<file path="src/rtl/store_narrow_unit.sv">
// Byte-serial store path: truncates a register value to word/half/byte and
// writes it little-endian to an 8-bit memory port with ack/timeout handling.
module store_narrow_unit #(
  parameter int ADDR_W   = 32,
  parameter int WAIT_MAX = 15
) (
  input  logic              clk,
  input  logic              rst_n,
  input  logic              req_valid,
  output logic              req_ready,
  input  logic [1:0]        st_op,
  input  logic [ADDR_W-1:0] addr,
  input  logic [31:0]       wdata,
  output logic [ADDR_W-1:0] mem_addr,
  output logic [7:0]        mem_wdata,
  output logic              mem_we,
  input  logic              mem_ack,
  output logic              busy,
  output logic              done,
  output logic              addr_err,
  output logic              tmo_err
);

  localparam logic [1:0] S_IDLE  = 2'd0;
  localparam logic [1:0] S_WRITE = 2'd1;
  localparam logic [1:0] S_DONE  = 2'd2;

  localparam int WW = (WAIT_MAX > 1) ? $clog2(WAIT_MAX + 1) : 1;
  localparam logic [WW-1:0] WAIT_LAST = (WAIT_MAX > 0) ? WW'(WAIT_MAX - 1) : '0;

  logic [1:0]        r_state;
  logic [ADDR_W-1:0] r_addr;
  logic [31:0]       r_data;
  logic [1:0]        r_last;
  logic [1:0]        r_k;
  logic [WW-1:0]     r_wait;
  logic              r_addr_err;
  logic              r_tmo_err;

  logic       w_bad;
  logic [1:0] w_last;
  logic       w_timeout;
  logic [7:0] w_byte;
  logic       w_write;

  // Alignment check and last byte index for the incoming request.
  always_comb begin
    w_bad  = 1'b0;
    w_last = 2'd0;
    case (st_op)
      2'b00: begin
        w_bad  = (addr[1:0] != 2'b00);
        w_last = 2'd3;
      end
      2'b01: begin
        w_bad  = addr[0];
        w_last = 2'd1;
      end
      2'b10: begin
        w_bad  = 1'b0;
        w_last = 2'd0;
      end
      default: begin
        w_bad  = 1'b1;
        w_last = 2'd0;
      end
    endcase
  end

  // An ack in the final wait cycle wins over the timeout.
  assign w_timeout = (WAIT_MAX != 0) && (r_wait == WAIT_LAST) && !mem_ack;

  always_comb begin
    w_byte = 8'd0;
    case (r_k)
      2'd0:    w_byte = r_data[7:0];
      2'd1:    w_byte = r_data[15:8];
      2'd2:    w_byte = r_data[23:16];
      default: w_byte = r_data[31:24];
    endcase
  end

  always_ff @(posedge clk or negedge rst_n) begin
    if (!rst_n) begin
      r_state    <= S_IDLE;
      r_addr     <= '0;
      r_data     <= '0;
      r_last     <= 2'd0;
      r_k        <= 2'd0;
      r_wait     <= '0;
      r_addr_err <= 1'b0;
      r_tmo_err  <= 1'b0;
    end else begin
      r_addr_err <= 1'b0;
      r_tmo_err  <= 1'b0;
      case (r_state)
        S_IDLE: begin
          if (req_valid) begin
            if (w_bad) begin
              r_addr_err <= 1'b1;
            end else begin
              r_addr  <= addr;
              r_data  <= wdata;
              r_last  <= w_last;
              r_k     <= 2'd0;
              r_wait  <= '0;
              r_state <= S_WRITE;
            end
          end
        end
        S_WRITE: begin
          if (mem_ack) begin
            r_wait <= '0;
            if (r_k == r_last) begin
              r_state <= S_DONE;
            end else begin
              r_k <= r_k + 2'd1;
            end
          end else if (w_timeout) begin
            r_state   <= S_IDLE;
            r_tmo_err <= 1'b1;
          end else begin
            r_wait <= r_wait + 1'b1;
          end
        end
        S_DONE: begin
          r_state <= S_IDLE;
        end
        default: begin
          r_state <= S_IDLE;
        end
      endcase
    end
  end

  assign w_write   = (r_state == S_WRITE);
  assign mem_we    = w_write;
  assign mem_addr  = w_write ? (r_addr + ADDR_W'(r_k)) : '0;
  assign mem_wdata = w_write ? w_byte : 8'd0;
  assign busy      = (r_state != S_IDLE);
  assign done      = (r_state == S_DONE);
  assign req_ready = (r_state == S_IDLE) && rst_n;
  assign addr_err  = r_addr_err;
  assign tmo_err   = r_tmo_err;

endmodule

</file>
<file path="config.mk">
export PLATFORM = sky130hd
export DESIGN_NAME = store_narrow_unit
export DESIGN_NICKNAME = d
export VERILOG_FILES = /design/src/rtl/store_narrow_unit.sv
export SDC_FILE = /design/constraint.sdc
export NUM_CORES = 1
export LEC_CHECK = 0
export CELL_PAD_IN_SITES_DETAIL_PLACEMENT = 0
export CELL_PAD_IN_SITES_GLOBAL_PLACEMENT = 1
export CORE_ASPECT_RATIO = 2
export CORE_MARGIN = 2
export CORE_UTILIZATION = 40
export CTS_CLUSTER_DIAMETER = 150
export DETAILED_ROUTE_END_ITERATION = 7
export PLACE_DENSITY_LB_ADDON = 0.1
export SETUP_SLACK_MARGIN = 0.2
export SLEW_MARGIN = 20
export SYNTH_ARGS = -nofsm -noshare
export SYNTH_HDL_FRONTEND = slang
export SYNTH_SLANG_ARGS = --single-unit
export TNS_END_PERCENT = 5
</file>
<file path="constraint.sdc">
create_clock -name clk -period 5.45 [get_ports clk]
set_clock_uncertainty 0.2 [all_clocks]
set_input_delay 1.09 -clock clk [delete_from_list [all_inputs] [get_ports clk]]
set_output_delay 1.09 -clock clk [all_outputs]
set_load 0.05 [all_outputs]
</file>
* Yosys cells after proc, flatten, opt, wreduce, memory -nomap -nowiden
Index checks and enable logic that the tools add are counted.
** Storage, ports and cells
- Register bits after elaboration :: 76
- Bits of input ports :: 70
- Output and inout bits :: 46
- Logic and storage cells :: 67
** Operators by class
- Add/subtract/negate cells :: 3
- Equality and inequality tests :: 15
- Mux-type cells :: 27
- Bitwise logic cells :: 1
- Reduce and logical (&&, ||, !) cells :: 13
** Operators by type and width (number)
- adder 32 x 2 -> 32 bit :: 1
- 2-to-1 mux 32 bit :: 1
- case mux 8 bit (3 select lines) :: 1
- 2-to-1 mux 2 bit :: 9
- 2-to-1 mux 4 bit :: 4
- case mux 2 bit (2 select lines) :: 3
- 2-to-1 mux 8 bit :: 1
- != test 2 bit, second input constant :: 4
- case mux 4 bit (2 select lines) :: 1
- AND reduction 4 bit :: 2
- == test 2 x 1 -> 1 bit, second input constant :: 3
- == test 2 bit, second input constant :: 3
- zero test 2 bit :: 3
- 2-to-1 mux 1 bit :: 6
- != test 3 bit, second input constant :: 2
- nonzero test 2 bit :: 3
- AND reduction 5 bit :: 1
- adder 4 x 1 -> 4 bit, second input constant :: 1
- == test 4 bit, second input constant :: 1
- != test 3 x 2 -> 1 bit, second input constant :: 1
- case mux 1 bit (3 select lines) :: 1
- AND reduction 3 bit :: 1
- adder 2 x 1 -> 2 bit, second input constant :: 1
- == test 2 bit :: 1
- 3 further kinds :: 4

* Logic depth before layout (Yosys ltp)
- Depth after elaboration :: 5
- Depth in mapped cells :: 7
- Gate-level depth less buffers :: 6

* Worst setup path before layout
OpenSTA, ideal clock, no wires.
- Kind :: register to output
- Start point :: register r_k[0]
- End point :: output port mem_addr[24]
- Arrival time :: 2579 ps
- Required time :: 4160 ps
- Setup slack :: 1581 ps
- Cell stages (with the launch flop) :: 7
- Path buffers :: 0
- Cells stage by stage :: dfrtp_1 ha_1 fa_1 and4_1 nand3_1 or4_1 a21oi_1
** Between the ends
- Cells in the longest elaborated chain, start to end :: 2
** RTL lines
- start: declaration :: RTL line 35 : logic [1:0] r_k;
- start signal: assignment :: RTL line 117 : r_k <= r_k + 2'd1;
- adder 32 x 2 -> 32 bit :: RTL line 138 : assign mem_addr = w_write ? (r_addr + ADDR_W'(r_k)) : '0;
- 2-to-1 mux 32 bit :: RTL line 138
- end: declaration :: RTL line 14 : output logic [ADDR_W-1:0] mem_addr,
Every way passes these cells.

* Worst setup path after layout
- Start point :: register r_k[0]
- End point :: output port mem_addr[26]
The elaborated chain is that of the path after synthesis.

==> metrics.yaml <==
worst_setup_path:
  r2r_cells: 5
  cp.buffers_inverters: 1
  worst_setup_path_start_kind: "flop"
  slowest_stage: "clkdlybuf4s50_1"
  cp-end-kind: "output port"
  worstPathMaxFanout: 10
  arrival_ns: 3.44
  worstPathCellList: "ha_1 -> fa_1 -> and4_1 -> nand3_1 -> or4_1 -> a21oi_1 -> clkdlybuf4s50_1"
  r2r-end: "r_data[15]$_DFFE_PN0P_"
  cp.required_ns: 4.16
  reg2reg_from: "r_state[0]$_DFFE_PN0P_"
  reg2reg_setup_slack_ns: 2.80
  crit_family: "simple AND/OR/NAND/NOR gates"
  max_stage_delay_ns: 0.85
  critical_path_class: "flop to output port"
drt:
  dr.pass1.iters: 4
  drtIter0Drc: 160
  drc: 0
  drt_wl_total_mm: 10.9
  via_per_inst: 5.50
  postRouteAntennaNets: 0
  vias: 3484
  wire_per_inst_um: 17.2
min_path:
  holdPathStages: 1
  min-delay-start: "r_data[1]$_DFFE_PN0P_"
  min_path_type: "flop to flop"
  min_to: "r_data[1]$_DFFE_PN0P_"
logic_synthesis:
  ys_dominant_reg_cell: "dfrtp_1"
  yosys-top-cells-count: "dfrtp_1 (76), mux2_2 (64), nor2_1 (32)"
  syn_area_sq_um: 4130
  syn_nets: 467
  synth.most_common_cell: "dfrtp_1"
  syn_avg_cell_area_sq_um: 10.7
  synthArstFlopShare: 1.00
  yosysTopAreaCellShare: 0.460
  ys_ff_latch: 76
  ys_seq_area_frac: 0.460
  yosys_warnings: 0
  synth_cells: 388
  synthTopCellsByArea: "dfrtp_1 (46%), mux2_2 (17%), a21oi_1 (3.8%), nor2_1 (2.9%), ha_1 (2.4%)"
  yosysUniqueCellTypes: 41
  synth_edf_count: 0
  synth_top_area_cell: "dfrtp_1"
clock_network:
  clock_latency_ns: 0.33
  clkTransAtPathRegs_ns: 0.06
  cts.sinks: 76
  postCtsHoldBufs: 0
  clock_path_buffers: 2
  cts_max_level: 3
  ctsRootBufferMaster: "clkbuf_16"
  cts_tree: "done"
  cts_setup_buffers: 0
  cts_buffers: 9
  post_cts_resized: 0
sta:
  hold_viol: 0
  fin_crit_sh: 0.868
  slew_headroom: 0.342
  max_freq_mhz: 211
  min_period_ns: 4.73
  tightest_slew_ns: 0.986
  setup_tns_ns: 0
  setup_viol: 0
  slew_violations: 0
  rsz0062_at_grt: "false"
status:
  status: "complete, no violations"
floorplanning:
  ios: 116
  dieArea_sq_um: 11200
  fp.coreArea_sq_um: 10100
  die_h_um: 148
  start_util: 0.410
  rows: 52
  die_w_um: 75.9
finish:
  fillCellCount: 915
  drive_gt1_frac: 0.179
  nets: 573
  final_core_util: 0.569
  syn_to_final_growth_pct: 38.8
  seq_area_sq_um: 1900
  multi_input_area_sq_um: 2100
  antenna_cells: 0
grt:
  track_usage: 0.206
  antenna_found_initial: 0
  grt_pass1_wl_mm: 17.5
  grt_pass1_vias: 3561
  gr-total-overflow: 0
  grt_start_max_net_pins: 77
pwr:
  p_total_mw: 3.50
  leakagePower_nw: 2.25
  vdd_drop_max_uv: 303
  power-per-cell-area_nw_per_um2: 611
place:
  routabilityCongestion: 0.826
  io_buffers: 115
  dp_hpwl_mm: 7.85
run:
  max-cap-violations: 0
-- worst register-to-register path, stage by stage, from the launching register on --
cell	delay (ns)
dfrtp_1	0.45
nor2_1	0.21
nand2_1	0.19
nor2_4	0.44
buf_4	0.62
mux2_2	0.44
-- how the worst max path moves through the flow --
| stage | cells past startpoint | end | start | slack (ns) |
|---|---|---|---|---|
| 4_1_cts | 7 | mem_addr[30] | r_k[0]$_DFFE_PN0P_ | 0.70 |
| 3_5_place_dp | 7 | mem_addr[26] | r_k[0]$_DFFE_PN0P_ | 1.06 |
| 6_report | 7 | mem_addr[26] | r_k[0]$_DFFE_PN0P_ | 0.72 |
| 2_1_floorplan | 6 | mem_addr[24] | r_k[0]$_DFFE_PN0P_ | 1.58 |
| 3_3_place_gp | 7 | mem_addr[30] | r_k[0]$_DFFE_PN0P_ | 1.08 |
| 5_1_grt | 7 | mem_addr[30] | r_k[0]$_DFFE_PN0P_ | 0.46 |
-- sequential cells by signal, summed over array words and instances (netlist names) --
register  cells
r_state       2
addr_err      1
r_k           2
r_wait        4
tmo_err       1
r_data       32
r_addr       32
r_last        2
-- power by group --
part | total [mW] | internal, mW | leakage, nW | switching [mW]
clock network | 0.730 | 0.493 | 0.176 | 0.237
registers | 1.12 | 0.834 | 0.916 | 0.284
logic | 1.66 | 0.677 | 1.15 | 0.980
-- layer usage --
metal / vias to the layer above / GRT usage / routed length (um)
met2: 85 / 0.361 / 6120
li1: 1658 / - / -
met4: 0 / 0.0868 / 239
met5: - / 0 / 0
met1: 1724 / 0.232 / 4020
met3: 17 / 0.0409 / 509
-- per-stage QoR --
stage	hold WS (ns)	instances	cell area [sq um]	worst slack (ns)
after floorplan	0.280	388	4130	1.58
after global placement	0.290	618	5380	1.08
after detailed placement	0.296	618	5380	1.06
after CTS	0.310	633	5740	0.696
after global routing	0.317	633	5740	0.463
final	0.305	633	5740	0.721
-- cells by family after synthesis --
logic type	count (synthesis)	synth area share
AOI/OAI and AO/OA	78	0.121
buffers and inverters	32	0.0333
and+or+nand+nor	116	0.155
adders and majority gates	9	0.0291
muxes	64	0.174
xor gates and xnor gates	13	0.0275
DFF	76	0.460
-- cell type report --
type / count / share of cell area
clock buffer: 9 / 0.0392
clock inverter: 6 / 0.0240
inverter: 10 / 0.00654
multi-input combinational: 280 / 0.367
sequential: 76 / 0.331
tap: 135 / 0.0294
timing repair buffer: 117 / 0.203
-- layout by cell type (no fill, tap or decap), drive strengths merged, types with 8 or more instances in the layout --
master,count
ha,8
clkdlybuf4s50,114
nand2,15
o21ai,14
or4,13
nand3,10
a21oi,31
inv,10
a222oi,8
dfrtp,76
nor2,32
o31ai,13
mux2,64
nand4,13
clkbuf,9
xor2,8
No activity file was read; power rests on OpenSTA's default activity.
==> edit 1: new RTL, same flow settings <==
The parameter `WAIT_MAX` goes from 15 to 16.
--- a/src/rtl/store_narrow_unit.sv
+++ b/src/rtl/store_narrow_unit.sv
@@ -2,7 +2,7 @@
 // writes it little-endian to an 8-bit memory port with ack/timeout handling.
 module store_narrow_unit #(
   parameter int ADDR_W   = 32,
-  parameter int WAIT_MAX = 15
+  parameter int WAIT_MAX = 16
 ) (
   input  logic              clk,
   input  logic              rst_n,
Function: no difference found for any inputs over 10 cycles, from zero or initial values and one cycle with rst_n low; that may be too few to reach the edited logic, so the function may still have changed.
==> edit 1 against the original RTL <==
Sequential cell count increased by 1; wire length increased by 3.5%; power increased by 2.6%; sequential share of layout area increased by 0.28 points; area after synthesis increased by 1.2%; cell area increased by 0.48%; maximum frequency decreased by 2.0%; sequential power about the same; setup slack got worse by 0.095 ns; cell count increased by 1.7%; critical path type unchanged; largest power group unchanged; highest routed layer unchanged.
==> edit 1: results <==
group,metric,value,unit
synthesis,yosysSeqAreaShare,0.4607,
place,dp_slack,0.9531,ns
worst_setup_path,worst-path-max-fanout,8,
grt,grt_use_total,0.2083,
synthesis,syn_nets,474,
power_and_ir_drop,internal_power,1.980,mW
final_layout,seq_area,1927,um2
grt,use_met2,0.4190,
synthesis,ys_ff_latch,77,
status,status,"complete, no violations",
die,coreArea,10150,um2
route,wl_per_cell,17.49,um
worst_setup_path,cp_slowest_stage_delay,0.83,ns
final_layout,bufAreaShareNonClock,0.2031,
final_layout,drive_above_1_share,0.1768,
route,wl_met1,3937,um
place,hpwl,8617,um
final_layout,nFillCells,955,
synthesis,synthTopCellsByCount,"dfrtp_1, mux2_2, nor2_1",
power_and_ir_drop,power_frac_comb,0.518,
final_layout,multi_input_area,2142,um2
synthesis,yosysUniqueCellTypes,42,
final_layout,n_all_buffers,118,
final_layout,final_nets,583,
power_and_ir_drop,p_leak,2.266,nW
power_and_ir_drop,power_frac_seq,0.311,
grt,grt_pass1_wl,18340,um
power_and_ir_drop,vdd_drop_max,0.3648,mV
grt,grt_use_met3,0.02852,
final_layout,nClkBuffers,13,
route,viasPerCell,5.432,
final_layout,inverters_excl_clock,12,
timing,relSlewSlack,0.3619,
min_path,min-delay-start,"r_data[28]$_DFFE_PN0P_",
route,met3_length,390,um
synthesis,synthTopCellsByArea,"dfrtp_1, mux2_2, nor2_1, a21oi_1, ha_1",
final_layout,reg_top3,"r_addr x32, r_data x32, r_wait x5",
final_layout,syn2layout_area_growth,37.87,%
place,place_inst,628,
route,wl_met2,6695,um
grt,use_met1,0.2070,
route,drtIter0Drc,144,
place,gp_congestion,0.8083,
route,vias,3498,
worst_setup_path,cp.arrival,3.53,ns
final_layout,num-multi-input-gates,286,
grt,grt_pass1_vias,3697,
synthesis,ys_warn_count,0,
synthesis,synth_cells,395,
edit 1: path summary, 6_finish.rpt:
check	endpoint	slack, ns	cells past startpoint
min in group asynchronous	r_addr[26]$_DFFE_PN0P_	0.33	1
worst max-delay path	mem_addr[24]	0.63	7
max in group asynchronous	r_addr[11]$_DFFE_PN0P_	3.61	2
worst min-delay path	r_data[28]$_DFFE_PN0P_	0.31	1
worst min register to register	r_data[28]$_DFFE_PN0P_	0.31	1
worst max register to register	r_addr[13]$_DFFE_PN0P_	2.79	5
edit 1: cell families (layout without fill, tap and decap cells):
family	Yosys count	in the layout	synth area share
AO/OA/AOI/OAI	70	70	0.1074
XOR/XNOR	13	13	0.02722
adder cells (fa/ha/maj)	9	9	0.02872
buffers and inverters	32	146	0.02901
flip-flops	77	77	0.4607
multiplexers	70	70	0.1885
AND/OR/NAND/NOR	124	124	0.1585
==> edit 2: new RTL, same settings <==
Made on the original files. Put one more register stage on the output `tmo_err`, with the module's reset. The value now appears one clock later. The other outputs are not delayed to match.
--- a/src/rtl/store_narrow_unit.sv
+++ b/src/rtl/store_narrow_unit.sv
@@ -141,7 +141,13 @@
   assign done      = (r_state == S_DONE);
   assign req_ready = (r_state == S_IDLE) && rst_n;
   assign addr_err  = r_addr_err;
-  assign tmo_err   = r_tmo_err;
+  always_ff @(posedge clk or negedge rst_n) begin
+    if (!rst_n) begin
+      tmo_err <= '0;
+    end else begin
+      tmo_err <= r_tmo_err;
+    end
+  end
 
 endmodule
 
Formal check against the unedited RTL: same outputs for any inputs over 10 cycles, from zero or initial values and one cycle with rst_n low; that may be too few to reach the edited logic, so the function may still have changed.
==> edit 2 against the original RTL <==
Cell area down 0.87%; sequential cell count up 1; power down 4.7%; critical path depth unchanged; register-to-register slack better by 0.25 ns; area after synthesis up 0.61%; setup slack worse by 0.067 ns; largest cell class unchanged; wire length up 1.3%; highest routed layer unchanged.
==> edit 2: results <==
group,metric,value,unit
status,status,"complete, no violations",
place,gp_congestion,0.7570,
timing,final_hold_viol_count,0,
clock_network,cts.htree.levels,3,
timing,fin_crit_sh,0.8799,
final_layout,antenna_cells,0,
grt,grt_pass1_vias,3645,
route,viasPerCell,5.478,
final_layout,nFillCells,948,
synthesis,synthTopCellsByCount,"dfrtp_1, mux2_2, nor2_1",
clock_network,path_clk_slew,0.06,ns
place,place_inst,620,
clock_network,cts_buffer_depth,2,
route,wl_met1,4002,um
min_path,hold_end,"tmo_err$_DFF_PN0_",
route,drtIter0Drc,181,
synthesis,ys_warn_count,0,
final_layout,final_nets,575,
worst_setup_path,cp.arrival,3.51,ns
timing,holdWs,0.1517,ns
min_path,hold_path.class,"reg -> reg",
final_layout,drive_above_1_share,0.1776,
place,dp_slack,1.012,ns
synthesis,syn_nets,468,
grt,grt_use_total,0.2026,
worst_setup_path,worst-path-max-fanout,10,
power_and_ir_drop,p_per_area,587.1,nW/um2
grt,grt_pass1_wl,17990,um
route,first_pass_iters,4,
min_path,holdPathStages,0,
route,wl_per_cell,17.34,um
worst_setup_path,reg2reg_to,"r_data[16]$_DFFE_PN0P_",
clock_network,cts-root-buf,"clkbuf_16",
synthesis,yosysSeqAreaShare,0.4633,
power_and_ir_drop,p_leak,2.217,nW
synthesis,synthTopCellsByArea,"dfrtp_1, mux2_2, a21oi_1, nor2_1, ha_1",
worst_setup_path,regToRegSetupSlack,3.05,ns
clock_network,ctsResizeCount,0,
final_layout,final-instance-count-excl-fill,636,
route,met3_length,465,um
power_and_ir_drop,vdd_drop_max,0.2817,mV
synthesis,avgSynthCellArea,10.69,um2
route,wl_met2,6298,um
place,placed_area,5406,um2
final_layout,reg_top3,"r_addr x32, r_data x32, r_wait x4",
grt,grt_max_degree,78,
place,hpwl,8278,um
synthesis,yosysUniqueCellTypes,41,
place,io_buffers,115,
min_path,min-delay-start,"r_tmo_err$_DFF_PN0_",
timing,relSlewSlack,0.4263,
worst_setup_path,reg2reg_depth,5,
edit 2: changes by cell type in the layout (fill, tap and decap cells not counted):
| cell | unedited run | this run |
|---|---|---|
| bufinv_16 | 4 | 0 |
| clkinvlp_4 | 0 | 3 |
| buf_6 | 0 | 1 |
| clkbuf_1 | 0 | 1 |
| clkbuf_8 | 0 | 1 |
| clkinv_2 | 0 | 1 |
| clkinv_4 | 2 | 1 |
| dfrtp_1 | 76 | 77 |
| nand2b_1 | 1 | 2 |
| nand2b_2 | 1 | 0 |
edit 2: cell families after synthesis:
| kind of cell | synth area share |
|---|---|
| mux | 0.1733 |
| buf+inv | 0.03309 |
| compound gates | 0.1203 |
| flops | 0.4633 |
| fa+ha+maj | 0.02888 |
| simple gates | 0.1537 |
| xor+xnor | 0.02738 |
edit 2: how the worst max path moves through the flow:
stage,depth (start not counted),to,start
finish,7,mem_addr[30],r_k[0]$_DFFE_PN0P_
global placement,7,mem_addr[30],r_k[0]$_DFFE_PN0P_
global route,7,mem_addr[30],r_k[0]$_DFFE_PN0P_
floorplan,6,mem_addr[24],r_k[0]$_DFFE_PN0P_
CTS,7,mem_addr[30],r_k[0]$_DFFE_PN0P_
detailed placement,7,mem_addr[30],r_k[0]$_DFFE_PN0P_
edit 2: layout make-up:
| cell class | instances | area share |
|---|---|---|
| Inverter | 10 | 0.006598 |
| Clock inverter | 5 | 0.006378 |
| Sequential cell | 77 | 0.3387 |
| Timing Repair Buffer | 118 | 0.2065 |
| Clock buffer | 11 | 0.04267 |
| Tap cell | 135 | 0.02969 |
| Multi-Input combinational cell | 280 | 0.3695 |
edit 2: metal layers:
layer | vias up | GRT usage
met1 | 1706 | 0.2090
met4 | 0 | 0.07182
met2 | 91 | 0.3987
met3 | 18 | 0.04066
met5 | - | 0
li1 | 1669 | -
edit 2: worst max-delay path, stage by stage, from the launching register on:
cell and delay (ns):
dfrtp_1 0.43, ha_1 0.24, fa_1 0.27, and4_1 0.29, nand3_1 0.34, or4_1 0.57
a21oi_1 0.18, clkdlybuf4s50_1 0.86
edit 2: power breakdown:
part           total, mW  internal [mW]  switching (mW)
clock              0.555          0.321           0.235
sequential          1.13          0.841           0.284
combinational       1.66          0.681           0.978
